File: src/rtl/wbm_pkg.sv
// Shared types and constants for the Wishbone master bridge.
// Response status codes and bridge FSM state encoding.
package wbm_pkg;

    localparam logic [1:0] WBM_ST_OK      = 2'b00;
    localparam logic [1:0] WBM_ST_ERR     = 2'b01;
    localparam logic [1:0] WBM_ST_TIMEOUT = 2'b10;

    typedef enum logic [1:0] {
        ST_IDLE = 2'd0,
        ST_BUS  = 2'd1,
        ST_RESP = 2'd2
    } wbm_state_e;

endpackage

File: src/rtl/wbm_watchdog.sv
// Clear/enable cycle counter with terminal-count flag.
// Saturates at TIMEOUT so it never wraps back into range.
module wbm_watchdog
    import wbm_pkg::*;
#(
    parameter int TIMEOUT = 64
) (
    input  logic clk,
    input  logic rst,
    input  logic i_clr,
    input  logic i_en,
    output logic o_tc
);

    localparam int TW = $clog2(TIMEOUT + 1);

    logic [TW-1:0] r_cnt;

    always_ff @(posedge clk) begin
        if (rst || i_clr) begin
            r_cnt <= '0;
        end else if (i_en && (r_cnt != TW'(TIMEOUT))) begin
            r_cnt <= r_cnt + 1'b1;
        end
    end

    assign o_tc = (r_cnt == TW'(TIMEOUT - 1));

endmodule

File: src/rtl/wb_master_bridge.sv
// Wishbone classic initiator: one command in, one single transfer,
// one response out, with a watchdog abort when the slave stays silent.
module wb_master_bridge
    import wbm_pkg::*;
#(
    parameter int ADDR_W  = 32,
    parameter int DATA_W  = 32,
    parameter int TIMEOUT = 64
) (
    input  logic                clk,
    input  logic                rst,
    input  logic                cmd_valid,
    output logic                cmd_ready,
    input  logic                cmd_we,
    input  logic [ADDR_W-1:0]   cmd_addr,
    input  logic [DATA_W-1:0]   cmd_wdata,
    input  logic [DATA_W/8-1:0] cmd_sel,
    output logic                rsp_valid,
    input  logic                rsp_ready,
    output logic [DATA_W-1:0]   rsp_rdata,
    output logic [1:0]          rsp_status,
    output logic                wbm_cyc_o,
    output logic                wbm_stb_o,
    output logic                wbm_we_o,
    output logic [ADDR_W-1:0]   wbm_adr_o,
    output logic [DATA_W-1:0]   wbm_dat_o,
    output logic [DATA_W/8-1:0] wbm_sel_o,
    input  logic [DATA_W-1:0]   wbm_dat_i,
    input  logic                wbm_ack_i,
    input  logic                wbm_err_i
);

    wbm_state_e          r_state;
    logic                r_cyc;
    logic                r_stb;
    logic                r_we;
    logic [ADDR_W-1:0]   r_adr;
    logic [DATA_W-1:0]   r_dat;
    logic [DATA_W/8-1:0] r_sel;
    logic                r_rsp_valid;
    logic [DATA_W-1:0]   r_rdata;
    logic [1:0]          r_status;

    logic w_accept;
    logic w_tick;
    logic w_tc;

    assign cmd_ready = (r_state == ST_IDLE) && !rst;
    assign w_accept  = cmd_valid && cmd_ready;
    // Only silent BUS cycles count toward the abort.
    assign w_tick    = (r_state == ST_BUS) && !wbm_ack_i && !wbm_err_i;

    wbm_watchdog #(
        .TIMEOUT (TIMEOUT)
    ) u_wdog (
        .clk   (clk),
        .rst   (rst),
        .i_clr (w_accept),
        .i_en  (w_tick),
        .o_tc  (w_tc)
    );

    always_ff @(posedge clk) begin
        if (rst) begin
            r_state     <= ST_IDLE;
            r_cyc       <= 1'b0;
            r_stb       <= 1'b0;
            r_we        <= 1'b0;
            r_adr       <= '0;
            r_dat       <= '0;
            r_sel       <= '0;
            r_rsp_valid <= 1'b0;
            r_rdata     <= '0;
            r_status    <= WBM_ST_OK;
        end else begin
            unique case (r_state)
                ST_IDLE: begin
                    if (w_accept) begin
                        r_we    <= cmd_we;
                        r_adr   <= cmd_addr;
                        r_dat   <= cmd_wdata;
                        r_sel   <= cmd_sel;
                        r_cyc   <= 1'b1;
                        r_stb   <= 1'b1;
                        r_state <= ST_BUS;
                    end
                end
                ST_BUS: begin
                    if (wbm_err_i) begin
                        r_cyc       <= 1'b0;
                        r_stb       <= 1'b0;
                        r_rsp_valid <= 1'b1;
                        r_rdata     <= '0;
                        r_status    <= WBM_ST_ERR;
                        r_state     <= ST_RESP;
                    end else if (wbm_ack_i) begin
                        r_cyc       <= 1'b0;
                        r_stb       <= 1'b0;
                        r_rsp_valid <= 1'b1;
                        r_rdata     <= r_we ? '0 : wbm_dat_i;
                        r_status    <= WBM_ST_OK;
                        r_state     <= ST_RESP;
                    end else if (w_tc) begin
                        r_cyc       <= 1'b0;
                        r_stb       <= 1'b0;
                        r_rsp_valid <= 1'b1;
                        r_rdata     <= '0;
                        r_status    <= WBM_ST_TIMEOUT;
                        r_state     <= ST_RESP;
                    end
                end
                ST_RESP: begin
                    if (rsp_ready) begin
                        r_rsp_valid <= 1'b0;
                        r_state     <= ST_IDLE;
                    end
                end
                default: begin
                    r_state <= ST_IDLE;
                end
            endcase
        end
    end

    assign wbm_cyc_o  = r_cyc;
    assign wbm_stb_o  = r_stb;
    assign wbm_we_o   = r_we;
    assign wbm_adr_o  = r_adr;
    assign wbm_dat_o  = r_dat;
    assign wbm_sel_o  = r_sel;
    assign rsp_valid  = r_rsp_valid;
    assign rsp_rdata  = r_rdata;
    assign rsp_status = r_status;

endmodule

File: config.mk
export PLATFORM = sky130hd
export DESIGN_NAME = wb_master_bridge
export DESIGN_NICKNAME = d
export VERILOG_FILES = /design/src/rtl/wbm_pkg.sv /design/src/rtl/wbm_watchdog.sv /design/src/rtl/wb_master_bridge.sv
export SDC_FILE = /design/constraint.sdc
export NUM_CORES = 1
export LEC_CHECK = 0
export ABC_AREA = 1
export CAP_MARGIN = 40
export CORE_MARGIN = 2
export CORE_UTILIZATION = 67
export CTS_CLUSTER_SIZE = 25
export DETAILED_ROUTE_END_ITERATION = 16
export DONT_BUFFER_PORTS = 1
export PLACE_DENSITY = 0.83
export SLEW_MARGIN = 20
export SYNTH_ARGS = -nofsm -noshare
export SYNTH_HDL_FRONTEND = slang
export SYNTH_SLANG_ARGS = --single-unit
File: constraint.sdc
create_clock -name clk -period 2.6 [get_ports clk]
set_clock_uncertainty 0.2 [all_clocks]
set_input_delay 0.52 -clock clk [delete_from_list [all_inputs] [get_ports clk]]
set_output_delay 0.52 -clock clk [all_outputs]
set_load 0.005 [all_outputs]
[Word level (Yosys, flattened, before mapping)]
Cells that the tools add are included.
Storage, ports and cells
  flip-flop bits (word level): 114
  input bits: 107
  output and inout bits: 107
  logic and storage cells: 58
Cells by class
  add/sub/neg operators: 1
  equality and inequality tests: 7
  multiplexer cells: 22
  reduce and logical (&&, ||, !) cells: 18
Operator list (count)
  $mux W32: 4
  $mux W2: 7
  $reduce_and A3 Y1: 3
  $mux W1: 8
  $add A7 B1 Y7 const B: 1
  $eq A7 B6 Y1 const B: 1
  $ne A7 B7 Y1 const B: 1
  $pmux W2 S3: 1
  $logic_and A1 B1 Y1: 5
  $ne A4 B3 Y1 const B: 1
  $pmux W1 S2: 2
  $reduce_and A2 Y1: 2
  $reduce_bool A2 Y1: 2
  $logic_not A1 Y1: 3
  $reduce_bool A3 Y1: 1
  $eq A2 B1 Y1 const B: 1
  $eq A2 B2 Y1 const B: 1
  $logic_not A2 Y1: 1
  $ne A2 B1 Y1 const B: 1
  $ne A2 B2 Y1 const B: 1
  $logic_or A1 B1 Y1: 1

[Depth between registers and ports, before layout]
Gate-level depths: netlist of the first run.
  depth in word-level cells: 5
  depth in mapped cells: 11
  gate-level depth less buffers: 10

[Modules after synthesis]
From an unflattened synthesis of the first run, not the netlist that was laid out.
Unflattened totals
  cell total of the unflattened synthesis: 604
  area total of the unflattened synthesis: 4554.4 um^2
By module, submodules not included
  wb_master_bridge: instances 1, cells each 537, area an instance 4075.2 um^2, sequential area each 2142.1 um^2
  wbm_watchdog: instances 1, cells each 67, area an instance 479.2 um^2, sequential area each 140.1 um^2

[Least setup slack after synthesis of the first run]
OpenSTA, ideal clock, no wires.
  kind: flip-flop to flip-flop
  start: register r_state[0]
  end: register r_adr[0], in the netlist wbm_adr_o[0]
  setup time: 0.117 ns
  arrival: 1.341 ns
  data required time: 2.283 ns
  slack: 0.942 ns
  stages on the path, launching flop included: 10
  path buffers: 1
  clock period less this slack: 1.658 ns
  cells stage by stage: dfxtp_1 inv_1 ha_1 inv_1 nor2_1 nand2_1 nand2_2 inv_2 buf_4 a22o_1
On the way
  cells in the longest elaborated chain, start to end: 4
RTL lines
  start, declared: line wb_master_bridge.sv:33  | wbm_state_e r_state;
  start signal, assigned: line wb_master_bridge.sv:65  | r_state <= ST_IDLE;
  start signal, assigned: line wb_master_bridge.sv:85  | r_state <= ST_BUS;
  start signal, assigned: line wb_master_bridge.sv:95  | r_state <= ST_RESP;
  $logic_not A2 Y1: line wb_master_bridge.sv:48  | assign cmd_ready = (r_state == ST_IDLE) && !rst;
  $logic_and A1 B1 Y1: line wb_master_bridge.sv:48
  net cmd_ready: line wb_master_bridge.sv:13  | output logic cmd_ready,
  $logic_and A1 B1 Y1: line wb_master_bridge.sv:49  | assign w_accept = cmd_valid && cmd_ready;
  $reduce_and A2 Y1 (no source line)
  end signal, assigned: line wb_master_bridge.sv:80  | r_adr <= cmd_addr;
  end, declared: line wb_master_bridge.sv:37  | logic [ADDR_W-1:0] r_adr;
The timed path passes the listed nets, and every way through them passes these cells.
A chain may end at the register's enable or synchronous reset.

[Worst setup path after layout of the first run]
  start: register r_state[0]
  end: register u_wdog.r_cnt[0]
On the way
  cells in the longest elaborated chain, start to end: 4
  elaborated cells between the ends (all ways): 8
  those cells by class: eq/ne: 1; reduce/logical: 7
RTL lines
  $logic_not A2 Y1: line wb_master_bridge.sv:48
  $logic_and A1 B1 Y1: line wb_master_bridge.sv:48
  net cmd_ready: line wb_master_bridge.sv:13
  $logic_and A1 B1 Y1: line wb_master_bridge.sv:49
  $logic_or A1 B1 Y1: line wbm_watchdog.sv:20  | if (rst || i_clr) begin
  end signal, assigned: line wbm_watchdog.sv:23  | r_cnt <= r_cnt + 1'b1;
  end, declared: line wbm_watchdog.sv:17  | logic [TW-1:0] r_cnt;
The timed path passes the listed nets, and every way through them passes these cells.

==> results of run 1 <==
worst paths after layout:
kind | end | slack (ns) | depth (start not counted)
max | u_wdog.r_cnt[0] | 0.25 | 10
min | rsp_rdata[6] | 0.007 | 4
max reg2reg | u_wdog.r_cnt[0] | 0.25 | 10
min reg2reg | rsp_valid | 0.28 | 2
routing by layer:
| layer | global-route usage | share of wire | wire (um) | vias to the layer above |
|---|---|---|---|---|
| met5 | 0 | 0 | 0 | - |
| met3 | 0.183 | 0.12 | 1890 | 99 |
| li1 | - | - | - | 1693 |
| met2 | 0.760 | 0.50 | 7770 | 404 |
| met4 | 0.243 | 0.065 | 1000 | 0 |
| met1 | 0.443 | 0.31 | 4820 | 1891 |
synthesized netlist by cell type:
library cell  number  area [um2]
a21oi_1           12        60.1
a22o_1            69         604
buf_1              2        7.51
buf_2              8        40.0
buf_4              7        52.6
buf_6              7        78.8
clkbuf_1           2        7.51
dfxtp_1          114        2280
ha_1               7        87.6
inv_1             24        90.1
inv_2              4        15.0
inv_6              1        8.76
nand2_1           87         327
nand2_2            4        25.0
nand2_4            1        11.3
nand3_1            6        30.0
nand4_1            1        6.26
nor2_1            91         342
nor2_2             1        6.26
nor2_4             1        11.3
nor3b_2            1        12.5
o21ai_0           16        80.1
o21ai_2            1        8.76
xor2_1             3        26.3
critical path, stage by stage, from the launching register on:
cell and delay, ns:
dfxtp_1 0.39, inv_1 0.10, ha_1 0.20, inv_1 0.08, nor2_1 0.07, nand2_1 0.13, nand2_2 0.12, inv_2 0.33
buf_12 0.29, o21ai_0 0.15, nor2_1 0.18
sequential cells by signal, summed over array words and instances (netlist names), 2 cells and up:
signal,cells
rsp_status,2
u_wdog.r_cnt,7
rsp_rdata,32
wbm_dat_o,32
wbm_sel_o,4
r_state,2
wbm_adr_o,32
metrics by stage:
stage	setup slack (ns)	hold slack [ns]	cells	utilization
after CTS	0.411	0.00636	625	0.921
after detailed placement	0.504	0.277	522	0.697
after floorplan	0.942	0.249	470	-
after global routing	0.0886	0.0131	626	0.921
after global placement	0.232	0.264	521	0.694
final	0.251	0.00728	627	0.921
layout make-up:
type | instances | area (um2) | area share
Inverter | 29 | 114 | 0.0206
Multi-Input combinational cell | 301 | 1640 | 0.297
Antenna cell | 2 | 5.00 | 0.000907
Sequential cell | 114 | 2280 | 0.413
Clock inverter | 14 | 201 | 0.0365
Clock buffer | 18 | 428 | 0.0775
Timing Repair Buffer | 74 | 758 | 0.137
Tap cell | 75 | 93.8 | 0.0170
what timing repair did:
action	4_1_cts	5_1_grt
hold buffers	71	0
resized for setup	0	0
buffers inserted	0	0
endpoints found under the hold margin	74	0
power breakdown:
part           switching [uW]  internal (uW)  leakage (uW)
Clock                     911           1590      0.000291
Combinational             596            394       0.00113
Sequential                317           2070      0.000936
kinds of logic after synthesis:
group	count (synthesis)	synth area share
AND/OR/NAND/NOR	193	0.183
flip-flops	114	0.541
AO/OA/AOI/OAI	98	0.178
buffers and inverters	55	0.0712
adder cells (fa/ha/maj)	7	0.0208
XOR/XNOR	3	0.00623
cells in the final DEF (no fill, tap or decap):
master and count:
diode_2 2, nand2_1 87, nand4_1 1, bufinv_16 4, nand2_4 1, clkbuf_8 2, clkbuf_16 16, a21oi_1 12
dlygate4sd3_1 71, nor2_2 1, nand2_2 4, buf_12 2, nor2_1 91, a22o_1 69, xor2_1 3, inv_6 4
buf_4 1, clkinvlp_4 5, clkinv_4 2, ha_1 7, nor2_4 1, nand3_1 6, o21ai_2 1, dfxtp_1 114
inv_1 24, o21ai_0 16, nor3b_2 1, inv_2 4
==> metrics.yaml, run 1 <==
overflow: 0
rsz0062_at_grt: "no"
p_leak_uw: 0.00235
grt_pass1_vias: 4005
fp.coreArea_mm2: 0.00599
tightest_slew_ns: 0.494
first_iter_violations: 454
cp_max_fo: 53
syn_to_final_growth_pct: 30.8
synth_area_per_cell_um2: 8.98
grt_pass1_wl_mm: 23.2
dpl_cell_area_mm2: 0.00418
ir_drop_mv: 0.823
die_w_um: 83.4
antenna_left: 0
nNetsFinal: 651
hold_path.startpoint: "wbm_dat_i[6]"
synth_nets: 584
clkLatencyLatePin_ns: 0.52
worstSetupPathType: "register to register"
cts_tree: "built"
antenna_found_initial: 1
io-pin-count: 214
clockBufferDepth: 2
start_util: 0.704
crit_required_ns: 2.84
drive_gt1_frac: 0.0891
grt_usage: 0.438
cap_violations: 0
crit_path_start_kind: "register"
first_pass_iters: 5
total_power_uw: 5880
setup_viol: 0
r2r_start: "r_state[0]"
synth.distinct_cells: 24
timing.setup.tns_ns: 0
hold_violations: 0
maxSlewHeadroom: 0.670
fin_crit_sh: 0.904
dp_hpwl_mm: 6.49
routedWlPerCell_um: 24.7
fmax_mhz: 426
gp_congestion: 0.847
die_y_um: 83.4
end_kind: "register"
design_area_mm2: 0.00552
clockRootBuffer: "clkbuf_8"
h-tree-depth: 4
syn_area_mm2: 0.00422
port-buffer-count: 0
ys_seq_elements: 114
row_count: 28
pwr_density_cell_mw_per_mm2: 1070
status: "completed"
ys_warn_count: 0
die_area_mm2: 0.00695
viasPerCell: 6.52
maxSlewViolCount: 0
grt_max_degree: 71
vias: 4087
hp-class: "input pin to register"
period_minus_slack_ns: 2.35
crit_start: "r_state[0]"
cts_buffers: 17
fill_cells: 225
seq_area_frac_synth: 0.541
synthesis.instances: 470
drc: 0
clkSinkCount: 114
totalWireLength_mm: 15.5
clk_pin_slew_worst_paths_ns: 0.06
cp.arrival_ns: 2.58
Power figures use the tool's default switching activity.
==> run 2, diff against run 1 <==
Settings changed: CORE_UTILIZATION 67 to 62, CTS_CLUSTER_DIAMETER set to 50, PLACE_DENSITY 0.83 to 0.78.
Clock period 2.6 ns to 2.61 ns, I/O delays scaled along.
==> metrics.yaml, run 2 (synthesis gave the netlist of run 1 again) <==
timing.setup.tns_ns: 0  # unchanged
syn_to_final_growth_pct: 31.1
p_seq_frac: 0.412  # +0.006
post_cts_resized: 0  # unchanged
p_sw_uw: 1700  # -7.0%
clockRootBuffer: "clkbuf_8"
ctsHoldBuffers: 71  # unchanged
cts_tree: "built"
h-tree-depth: 4  # unchanged
fin_crit_sh: 0.855  # -0.0482
grt_usage: 0.325  # -0.114
routedWlPerCell_um: 19.8  # -20%
grt_max_degree: 70  # -1.4%
maxSlewViolCount: 0  # unchanged
overflow: 0  # unchanged
dp_slack_ns: 0.457  # -0.0463 ns
ff2ff_setup_slack_ns: 0.38  # +0.13 ns
worst_hold_path.num_cells: 4  # unchanged
fin_ws_ns: 0.378  # +0.127 ns
viasPerCell: 5.86  # -10%
tightest_slew_ns: 0.581  # +0.0869 ns
die_w_um: 86.5  # +3.8%
hp-class: "input pin to register"
end_kind: "register"
die_y_um: 86.5  # +3.8%
worstRegToRegCells: 9  # -1
drive_gt1_frac: 0.0907  # +0.00165
first_iter_violations: 227  # -50%
power.internal_uw: 4030  # -0.63%
gp_congestion: 0.828  # -2.2%
p_leak_uw: 0.00238  # +0.88%
maxSlewHeadroom: 0.612  # -0.0577
p_clk_frac: 0.432  # +0.006
min_to: "rsp_rdata[1]"
ir_drop_mv: 0.587  # -29%
nNetsFinal: 652  # +0.15%
start_util: 0.632  # -0.0728
clk_pin_slew_worst_paths_ns: 0.06  # about the same
first_pass_iters: 5  # unchanged
r2r_end: "wbm_dat_o[7]"
setup_viol: 0  # unchanged
diodes: 0  # -2
rsz0062_at_grt: "no"
fmax_mhz: 448  # +5.2%
dp_hpwl_mm: 6.19  # -4.5%
grt_pass1_vias: 3642  # -9.1%
vias: 3695  # -9.6%
placedCellCount: 528  # +1.1%
crit_path_start_kind: "register"
r2r_start: "r_state[0]"
die_area_mm2: 0.00748  # +7.7%
fin_cells: 631  # +0.64%
final_common_cell: "dfxtp_1"
cts_buffers: 17  # unchanged
crit_required_ns: 2.84  # about the same
hold_violations: 0  # unchanged
status: "completed"
swShare: 0.296  # -0.0140
cap_violations: 0  # unchanged
antenna_found_initial: 0  # -1
mostFrequentLayoutCells: "dfxtp_1, nor2_1, nand2_1"
port-buffer-count: 0  # unchanged
grt_pass1_wl_mm: 18.4  # -21%
drc: 0  # unchanged
whs_ns: 0.0292  # +0.0219 ns
fp.coreArea_mm2: 0.00668  # +12%
cp.arrival_ns: 2.47  # -0.11 ns
totalWireLength_mm: 12.5  # -19%
post-cts-setup-buffers: 0  # unchanged
worstSetupPathType: "register to register"
period_minus_slack_ns: 2.23  # -0.117 ns
clockBufferDepth: 2  # unchanged
row_count: 30  # +7.1%
pwr_density_cell_mw_per_mm2: 1040  # -2.8%
io-pin-count: 214  # unchanged
hold_path.startpoint: "wbm_dat_i[1]"
pwr-share-comb: 0.155  # -0.013
clkLatencyLatePin_ns: 0.50  # -0.02 ns
cp_max_fo: 39  # -26%
antenna_left: 0  # unchanged
clkSinkCount: 114  # unchanged
run 2: cell types whose count changed in the layout (fill, tap and decap cells not counted):
cell | before | now
buf_4 | 1 | 2
inv_8 | 0 | 1
clkbuf_8 | 2 | 1
inv_6 | 4 | 8
clkinvlp_4 | 5 | 1
diode_2 | 2 | 0
run 2: worst max path at each step:
stage	depth (start not counted)	startpoint	slack, ns	end
after floorplan	9	r_state[0]	0.95	wbm_adr_o[0]
after detailed placement	9	r_state[0]	0.46	wbm_adr_o[22]
final	9	r_state[0]	0.38	wbm_dat_o[7]
after global placement	9	r_state[0]	0.25	u_wdog.r_cnt[0]
after CTS	9	r_state[0]	0.44	wbm_adr_o[22]
after global routing	9	r_state[0]	0.21	wbm_adr_o[21]
run 2: area by class of cell:
class / instances / area, um2
Sequential cell: 114 / 2280
Multi-Input combinational cell: 301 / 1640
Fill cell: 387 / 1150
Timing Repair Buffer: 75 / 766
Clock buffer: 17 / 414
Clock inverter: 15 / 218
Inverter: 29 / 114
Tap cell: 80 / 100
run 2: power by group through the flow:
stage / Sequential, uW / Combinational [uW] / Clock [uW]
after floorplan: 2280 / 711 / 0
after global placement: 2360 / 711 / 0
after detailed placement: 2360 / 751 / 0
after CTS: 2330 / 844 / 2460
after global routing: 2390 / 1000 / 2570
final: 2360 / 890 / 2480
run 2: worst max-delay path, stage by stage, from the launching register on:
cell     delay [ns]
dfxtp_1        0.39
inv_1          0.11
ha_1           0.20
inv_1          0.06
nor2_1         0.06
nand2_1        0.10
nand2_2        0.11
inv_2          0.45
buf_12         0.28
a22o_1         0.18
run 2: routing by layer:
metal  wire [um]  global-route usage  share of wire  up-vias
li1            -                   -              -     1692
met1        4120               0.309           0.33     1728
met2        6770               0.604           0.54      224
met3        1060               0.122          0.085       51
met4         512               0.162          0.041        0
met5           0                   0              0        -
run 2: metrics by stage:
step	util	total power [uW]	area (um2)
finish	0.828	5730	5530
global route	0.828	5960	5530
CTS	0.828	5630	5530
detailed placement	0.627	3110	4190
global placement	0.624	3070	4170
floorplan	-	2990	4220
==> run 3, diff against run 2 <==
Settings changed: CORE_AREA set to 2 2 83 85, CORE_MARGIN 2 to unset, CORE_UTILIZATION 62 to unset, DIE_AREA set to 0 0 85 87, PLACE_DENSITY 0.78 to 0.81.
Clock period 2.61 ns to 2.7 ns, I/O delays scaled along.
==> metrics.yaml, run 3 (synthesis gave the netlist of run 1 again) <==
mostFrequentLayoutCells: "dfxtp_1, nor2_1, nand2_1"
maxSlewHeadroom: 0.655  # +0.0433
drc: 0  # unchanged
worstSetupPathType: "register to register"
fill_cells: 319  # -18%
clockBufferDepth: 2  # unchanged
cpMostUsedCell: "nand2_2"
die_w_um: 85  # -1.7%
status: "completed"
cts_tree: "built"
hp-class: "input pin to register"
seq_area_mm2: 0.00228  # unchanged
final_common_cell: "dfxtp_1"
dp_hpwl_mm: 6.36  # +2.7%
fin_cells: 633  # +0.32%
cp_max_fo: 17  # -56%
totalWireLength_mm: 12.7  # +2.0%
overflow: 0  # unchanged
rsz0062_at_grt: "no"
post_cts_resized: 0  # unchanged
clk_pin_slew_worst_paths_ns: 0.06  # about the same
period_minus_slack_ns: 2.22  # -0.0105 ns
fin_ws_ns: 0.478  # +0.100 ns
wl_met3_um: 967  # -8.9%
maxSlewViolCount: 0  # unchanged
pwr_density_cell_mw_per_mm2: 984  # -5.0%
crit_required_ns: 2.88  # +0.04 ns
ir_drop_mv: 0.662  # +13%
cp_top_family: "buffers and inverters"
cap_violations: 0  # unchanged
clockRootBuffer: "clkbuf_8"
routedWlPerCell_um: 20.1  # +1.7%
post-cts-setup-buffers: 0  # unchanged
row_count: 30  # unchanged
diodes: 0  # unchanged
h-tree-depth: 4  # unchanged
antenna_found_initial: 0  # unchanged
clkLatencyLatePin_ns: 0.49  # about the same
io-pin-count: 214  # unchanged
nNetsFinal: 654  # +0.31%
fp.coreArea_mm2: 0.00657  # -1.7%
viasPerCell: 5.78  # -1.2%
placedCellCount: 530  # +0.38%
fmax_mhz: 450  # +0.47%
whs_ns: 0.0522  # +0.0230 ns
first_pass_iters: 5  # unchanged
crit_path_start_kind: "register"
gp_congestion: 0.825  # -0.40%
dpl_cell_area_mm2: 0.00420  # +0.36%
crit_buf_inv: 2  # -2
top_layer_used: "met4"
port-buffer-count: 0  # unchanged
grt_pass1_wl_mm: 18.7  # +1.5%
setup_viol: 0  # unchanged
cts_buffers: 17  # unchanged
dp_slack_ns: 0.671  # +0.213 ns
multi_input_comb_area_mm2: 0.00164  # unchanged
worstRegToRegCells: 9  # unchanged
vias: 3661  # -0.92%
grt_usage: 0.331  # +0.00610
clkSinkCount: 114  # unchanged
drive_gt1_frac: 0.0940  # +0.00329
fin_crit_sh: 0.823  # -0.0324
timing.setup.tns_ns: 0  # unchanged
crit_chain: "ha_1, inv_1, nor2_4, nand2_2, nand2_2, nand2_4, nand2_1, a21oi_1, dlygate4sd3_1"
first_iter_violations: 232  # +2.2%
grt_max_degree: 72  # +2.9%
die_y_um: 87  # +0.57%
end_kind: "register"
p_leak_uw: 0.00238  # about the same
antenna_left: 0  # unchanged
cp.arrival_ns: 2.40  # -0.07 ns
syn_to_final_growth_pct: 30.8
hold_violations: 0  # unchanged
design_area_mm2: 0.00552  # -0.20%
slowest_stage: "dlygate4sd3_1"
tightest_slew_ns: 0.516  # -0.0648 ns
start_util: 0.642  # +0.0108
cp.depth: 9  # unchanged
cpPeakStageDelay_ns: 0.55  # +0.10 ns
wl_met2_mm: 6.97  # +2.9%
worst_hold_path.num_cells: 4  # unchanged
die_area_mm2: 0.00740  # -1.2%
grt_pass1_vias: 3657  # +0.41%
wl_met1_mm: 4.37  # +6.2%
[run 3: tightest hold or removal path, cell delays in order]
cell,delay (ns)
nand2_1,0.04
nand2_1,0.05
nand2_1,0.05
nor2_1,0.03
[run 3: power breakdown]
| part | internal (uW) | switching, uW |
|---|---|---|
| clock network | 1440 | 823 |
| registers | 2000 | 281 |
| logic | 384 | 502 |
| total | 3820 | 1610 |
[run 3: layout make-up]
class                      count  share of cell area
clock inverter                14              0.0322
clock buffer                  18              0.0775
multi-input combinational    301               0.297
inverter                      29              0.0206
timing repair buffer          77               0.141
sequential                   114               0.413
tap                           80              0.0181
[run 3: through the flow]
| step | total power (uW) | util |
|---|---|---|
| finish | 5430 | 0.840 |
| global route | 5650 | 0.840 |
| CTS | 5340 | 0.840 |
| detailed placement | 3020 | 0.640 |
| global placement | 2980 | 0.640 |
| floorplan | 2890 | - |
[run 3: worst paths after layout]
kind / slack (ns) / from / end
setup reg to reg: 0.48 / u_wdog.r_cnt[0] / rsp_status[0]
hold / removal: 0.05 / wbm_dat_i[6] / rsp_rdata[6]
hold reg to reg: 0.29 / rsp_valid / rsp_valid
setup / recovery: 0.48 / u_wdog.r_cnt[0] / rsp_status[0]
[run 3: routing by layer]
layer / vias up / GRT usage
met1: 1716 / 0.325
met3: 37 / 0.117
li1: 1706 / -
met2: 202 / 0.621
met5: - / 0
met4: 0 / 0.149
[run 3: repair_timing]
action,4_1_cts,5_1_grt
hold endpoints to repair,74,0
setup endpoints to repair,0,0
hold buffers,71,0
